File: config.mk
export PLATFORM = sky130hd
export DESIGN_NAME = clock_domain_import
export DESIGN_NICKNAME = d
export VERILOG_FILES = /design/src/rtl/clock_domain_import.sv
export SDC_FILE = /design/constraint.sdc
export NUM_CORES = 1
export LEC_CHECK = 0
export BUFFER_PORTS_ARGS = -buffer_cell sky130_fd_sc_hd__buf_4
export CAP_MARGIN = 20
export CORE_MARGIN = 8
export CORE_UTILIZATION = 44
export CTS_BUF_LIST = sky130_fd_sc_hd__clkbuf_8
export DETAILED_ROUTE_END_ITERATION = 10
export GPL_TIMING_DRIVEN = 0
export PLACE_DENSITY_LB_ADDON = 0.15
export REMOVE_ABC_BUFFERS = 1
export SYNTH_ARGS = -nofsm -noshare
export SYNTH_HDL_FRONTEND = slang
export SYNTH_SLANG_ARGS = --single-unit
File: constraint.sdc
create_clock -name clk -period 1.49 [get_ports clk]
set_input_delay 0.149 -clock clk [delete_from_list [all_inputs] [get_ports clk]]
set_output_delay 0.149 -clock clk [all_outputs]
set_load 0.02 [all_outputs]
File: src/rtl/clock_domain_import.sv
`default_nettype none
// ============================================================================
// Module      : clock_domain_import
// Description : Receiving side of a two-wire clock-domain-crossing handshake.
//               Requests one word at a time from the exporter, synchronizes
//               the exporter's flag, captures its stable data buffer and
//               presents the word locally with valid/ack flow control.
//               Optional build macro CLOCK_DOMAIN_IMPORT_SYNC3_EN selects a
//               3-flop flag synchronizer (default is 2 flops).
// Revision    : 1.0 - initial release
// ============================================================================
module clock_domain_import #(
    parameter int WIDTH = 8
) (
    input  logic             clk,
    input  logic             rst_n,
    input  logic [WIDTH-1:0] handshake_buffer,
    input  logic             handshake_other,
    output logic             handshake_local,
    output logic [WIDTH-1:0] data,
    output logic             valid,
    input  logic             ack
);

`ifdef CLOCK_DOMAIN_IMPORT_SYNC3_EN
    localparam int c_SYNC_STAGES = 3;
`else
    localparam int c_SYNC_STAGES = 2;
`endif

    // Handshake state encoding
    localparam logic [1:0] c_S_WAIT_DOWN  = 2'd0;
    localparam logic [1:0] c_S_WAIT_EMPTY = 2'd1;
    localparam logic [1:0] c_S_REQ        = 2'd2;

    logic [c_SYNC_STAGES-1:0] r_sync;
    logic                     w_other_s;

    logic [1:0]       r_state;
    logic [1:0]       w_state_nxt;
    logic             r_local;
    logic             w_local_nxt;
    logic [WIDTH-1:0] r_data;
    logic [WIDTH-1:0] w_data_nxt;
    logic             r_valid;
    logic             w_valid_nxt;

    // Flag synchronizer; resets high so a stale exporter flag is never
    // mistaken for "already low" right after reset.
    always_ff @(posedge clk or negedge rst_n) begin
        if (!rst_n) begin
            r_sync <= '1;
        end else begin
            r_sync <= {r_sync[c_SYNC_STAGES-2:0], handshake_other};
        end
    end

    assign w_other_s = r_sync[c_SYNC_STAGES-1];

    // State and registered outputs; handshake_local is a flop so the
    // exporter only ever sees clean transitions.
    always_ff @(posedge clk or negedge rst_n) begin
        if (!rst_n) begin
            r_state <= c_S_WAIT_DOWN;
            r_local <= 1'b0;
            r_data  <= '0;
            r_valid <= 1'b0;
        end else begin
            r_state <= w_state_nxt;
            r_local <= w_local_nxt;
            r_data  <= w_data_nxt;
            r_valid <= w_valid_nxt;
        end
    end

    // Next-state and output logic. The buffer is sampled only on the capture
    // edge in c_S_REQ, where the exporter guarantees it is stable.
    always_comb begin
        w_state_nxt = r_state;
        w_local_nxt = r_local;
        w_data_nxt  = r_data;
        w_valid_nxt = r_valid;

        // Consumer takes the word; ack is ignored while nothing is held.
        if (r_valid && ack) begin
            w_valid_nxt = 1'b0;
        end

        case (r_state)
            c_S_WAIT_DOWN: begin
                w_local_nxt = 1'b0;
                if (!w_other_s) begin
                    w_state_nxt = c_S_WAIT_EMPTY;
                end
            end
            c_S_WAIT_EMPTY: begin
                w_local_nxt = 1'b0;
                if (!r_valid || ack) begin
                    w_local_nxt = 1'b1;
                    w_state_nxt = c_S_REQ;
                end
            end
            c_S_REQ: begin
                w_local_nxt = 1'b1;
                if (w_other_s) begin
                    w_data_nxt  = handshake_buffer;
                    w_valid_nxt = 1'b1;
                    w_local_nxt = 1'b0;
                    w_state_nxt = c_S_WAIT_DOWN;
                end
            end
            default: begin
                w_local_nxt = 1'b0;
                w_state_nxt = c_S_WAIT_DOWN;
            end
        endcase
    end

    assign handshake_local = r_local;
    assign data            = r_data;
    assign valid           = r_valid;

endmodule
`default_nettype wire

Word-level counts from Yosys, hierarchy flattened:

Cells that the tools add are included.

* input port bits: 12
* output and inout port bits: 10
* word-level logic and storage cells: 26
* register bits: 14

* reductions and logical operators: 6
* equal/unequal tests: 5
* muxes and demuxes: 10

Operators by type and width (number)
* $mux 2: 3
* $ne 2x2->1 const B: 3
* $pmux 2 s3: 1
* $mux 1: 5
* $reduce_and 3->1: 1
* $eq 2x1->1 const B: 1
* $eq 2x2->1 const B: 1
* $logic_not 2->1: 1
* $pmux 1 s2: 1
* $reduce_and 2->1: 1
* $logic_and 1x1->1: 1
* $logic_not 1->1: 1
* $logic_or 1x1->1: 1

Logic depth before layout (Yosys ltp):

* depth in word-level cells: 4
* depth in mapped cells: 5
* depth with buffers taken out: 5

Least setup slack after synthesis:

OpenSTA, ideal clock, no wires.

* path type: register to register
* from: reg r_state[0]
* to: reg r_state[0]
* arrival: 1.346 ns
* cell stages (with the launch flop): 6
* clock period less this slack: 1.473 ns
* data required time: 1.363 ns
* slack: 0.017 ns
* cell sequence: dfrtp_1 -> inv_1 -> ha_1 -> nor2b_1 -> a221o_1 -> mux2_1

* cells in the longest elaborated chain, start to end: 3
* elaborated cells between the ends (all ways): 8
* classes of those cells: 5 x eq/ne; 1 x mux; 2 x reduce/logical

Ends and longest elaborated chain
* start, declared: line 39 `logic [1:0] r_state;`
* start signal, assigned: line 64 `r_state <= c_S_WAIT_DOWN;`
* start signal, assigned: line 69 `r_state <= w_state_nxt;`
* $eq 2x1->1 (tied with other cells): line 89 `case (r_state)`
* $ne 2x2->1 (no line)
* $reduce_and 3->1 (no line)

Parallel ways exist; a longest one is shown, timed or not.
A chain may end at the register's enable or synchronous reset.

Worst setup path after layout:

* from: reg r_state[1]
* to: reg r_state[1]

Same word-level chain as after synthesis.

==> impl_metrics.py <==
metrics = {
    "outcome": {
        "status": "completed",
    },
    "yosys": {
        "synth.cell_area_sq_um": 583.1,
        "ys_ff_latch": 14,
        "postSynthCellCount": 39,
        "yosysTopAreaCellShare_pct": 51.50,
        "yosysSeqAreaShare_pct": 60.52,
        "ys_types": 11,
        "yosys-top-cells-area": "dfrtp_1 (52%), mux2_2 (15%), ha_1 (11%), dfstp_2 (9.0%), mux2_1 (3.9%)",
        "yosys_warnings": 0,
        "yosys.area.top_type": "dfrtp_1",
        "avgSynthCellArea_sq_um": 14.95,
    },
    "floorplan": {
        "start_util_pct": 45.96,
        "dieArea_sq_mm": 0.002746,
        "ioPinCount": 22,
        "core_sq_mm": 0.001269,
        "fp.dieW_um": 52.40,
        "num_rows": 13,
        "die_h_um": 52.40,
    },
    "cells_and_area": {
        "fin_nets": 86,
        "layout_common_cells": "buf_4 (23), dfrtp_1 (12), mux2_2 (8), clkbuf_8 (3)",
        "fin_util_pct": 68.54,
        "final_common_cell": "buf_4",
        "areaGrowthSynthToFinish_pct": 49.14,
        "antenna_cells": 0,
        "fin_area_sq_um": 869.6,
        "drive_above_1_share_pct": 67.16,
    },
    "global_route": {
        "grt-ovfl-total": 0,
        "grt_pass1_vias": 434,
        "grt_max_degree": 15,
        "grt_pass1_wl_mm": 1.773,
        "grt_antenna_before_repair": 0,
        "groute.usage.overall_pct": 8.646,
    },
    "clock_tree": {
        "htree_num_levels": 1,
        "cts_tree": "yes",
        "clock_latency_ps": 240,
        "clock_tree.root_cell": "clkbuf_8",
        "cts.path.max_buffers": 2,
        "clk_pin_slew_ps": 50,
        "cts_buffers": 3,
        "clock_sinks": 14,
    },
    "worst_setup_path": {
        "crit_fanout": 3,
        "worstPathArrival_ps": 1610,
        "cp-start-kind": "flop",
        "required_ps": 1610,
        "critPathKind": "flop to flop",
        "end_kind": "flop",
    },
    "timing": {
        "setup_violations": 0,
        "fin_crit_ps": 1485,
        "rsz0062_at_grt": "yes",
        "final.setup_skew_ps": 0.4877,
        "period_share_pct": 99.65,
        "fmaxAchievable_mhz": 673.5,
        "hold_violations": 0,
        "whs_ps": 12.98,
        "maxSlewViolCount": 0,
        "worst_pin_slew_ps": 370.9,
        "worst_slew_margin_rel_pct": 75.21,
    },
    "detailed_routing": {
        "vias_per_cell": 4.793,
        "drt_iter0_markers": 2,
        "first_pass_iters": 2,
        "wl_per_cell_um": 14.50,
        "routed_wirelength_mm": 1.189,
        "drtAntennaViolNets": 0,
        "num_vias": 393,
        "drc": 0,
    },
    "place": {
        "place_hpwl_um": 832.5,
        "gp_congestion": 0.6430,
        "numPortBuffers": 21,
        "placed_area_sq_um": 759.5,
    },
    "power_and_ir_drop": {
        "powerDensity_mw_per_mm2": 2099,
        "peakVddDrop_v": 0.001256,
        "power_leakage_uw": 0.0004200,
    },
    "hold_path": {
        "hp-class": "primary input to flop",
    },
    "job": {
        "maxCapViolations": 0,
    },
}
## Yosys cell counts, drive strengths merged
library cell  count
nor2b             3
mux2             10
dfstp             2
nand2             2
nand2b            1
a221o             1
a21oi             1
inv               2
dfrtp            12
ha                5
## kinds of logic (layout without fill, tap and decap cells)
family | after synthesis | after routing | share of synthesized area, %
AND/OR/NAND/NOR | 6 | 6 | 5.581
flip-flops | 14 | 14 | 60.52
multiplexers | 10 | 10 | 19.31
adder cells (fa/ha/maj) | 5 | 5 | 10.73
AO/OA/AOI/OAI | 2 | 2 | 2.574
buffers and inverters | 2 | 30 | 1.288
## area by class of cell
class | instances | area, sq um
multi-input cells | 23 | 255.2
clock buffers | 3 | 41.29
inverters | 2 | 7.507
fillers | 104 | 399.1
repair buffers | 25 | 193.9
flip-flops and latches | 14 | 352.8
well taps | 15 | 18.77
## sequential cells by signal (all words and copies together) (netlist names)
signal,flops
handshake_local,1
r_sync,2
valid,1
r_state,2
data,8
## stage by stage
stage | setup TNS, ps | total power (uW) | cells | setup WS, ps
2_1_floorplan | 0 | 1074 | 39 | 16.81
3_3_place_gp | -170.7 | 1364 | 75 | -83.04
3_5_place_dp | -371.3 | 1385 | 75 | -104.0
4_1_cts | 0 | 1758 | 80 | 0.9752
5_1_grt | -67.45 | 1944 | 82 | -35.15
6_report | 0 | 1825 | 82 | 5.204
## where the power goes
group,switching (uW),internal (uW)
Combinational,409,484
Clock,118,178
Sequential,93.4,544
## worst paths after layout
kind | slack [ps] | cells past startpoint | from | end
worst max register to register | 5 | 4 | r_state[1]$_DFFE_PN0P_ | r_state[1]$_DFFE_PN0P_
worst min register to register | 350 | 0 | r_sync[0]$_DFF_PN1_ | r_sync[1]$_DFF_PN1_
max in group asynchronous | 960 | 2 | rst_n | r_sync[1]$_DFF_PN1_
min in group asynchronous | 290 | 2 | rst_n | r_state[0]$_DFFE_PN0P_
worst min-delay path | 10 | 1 | handshake_other | r_sync[0]$_DFF_PN1_
worst max-delay path | 5 | 4 | r_state[1]$_DFFE_PN0P_ | r_state[1]$_DFFE_PN0P_
## timing repair
item | in CTS | in global routing
hold buffers | 1 | 0
resized for setup | 5 | 6
setup endpoints to repair | 10 | 2
pin swaps | 1 | 2
hold endpoints to repair | 14 | 0
setup buffers | 1 | 2
cloned | 0 | 0
## metal layers
layer | GRT usage, % | wire [um]
met3 | 3.977 | 65
met4 | 3.879 | 16
met2 | 15.42 | 698
met5 | 0 | 0
met1 | 8.208 | 409
## critical path, stage by stage (launching register included)
cell	delay, ps
dfrtp_1	430
ha_4	190
nor2b_4	120
a221o_1	320
mux2_4	310
Note: power is estimated with default switching activity, not from simulation.
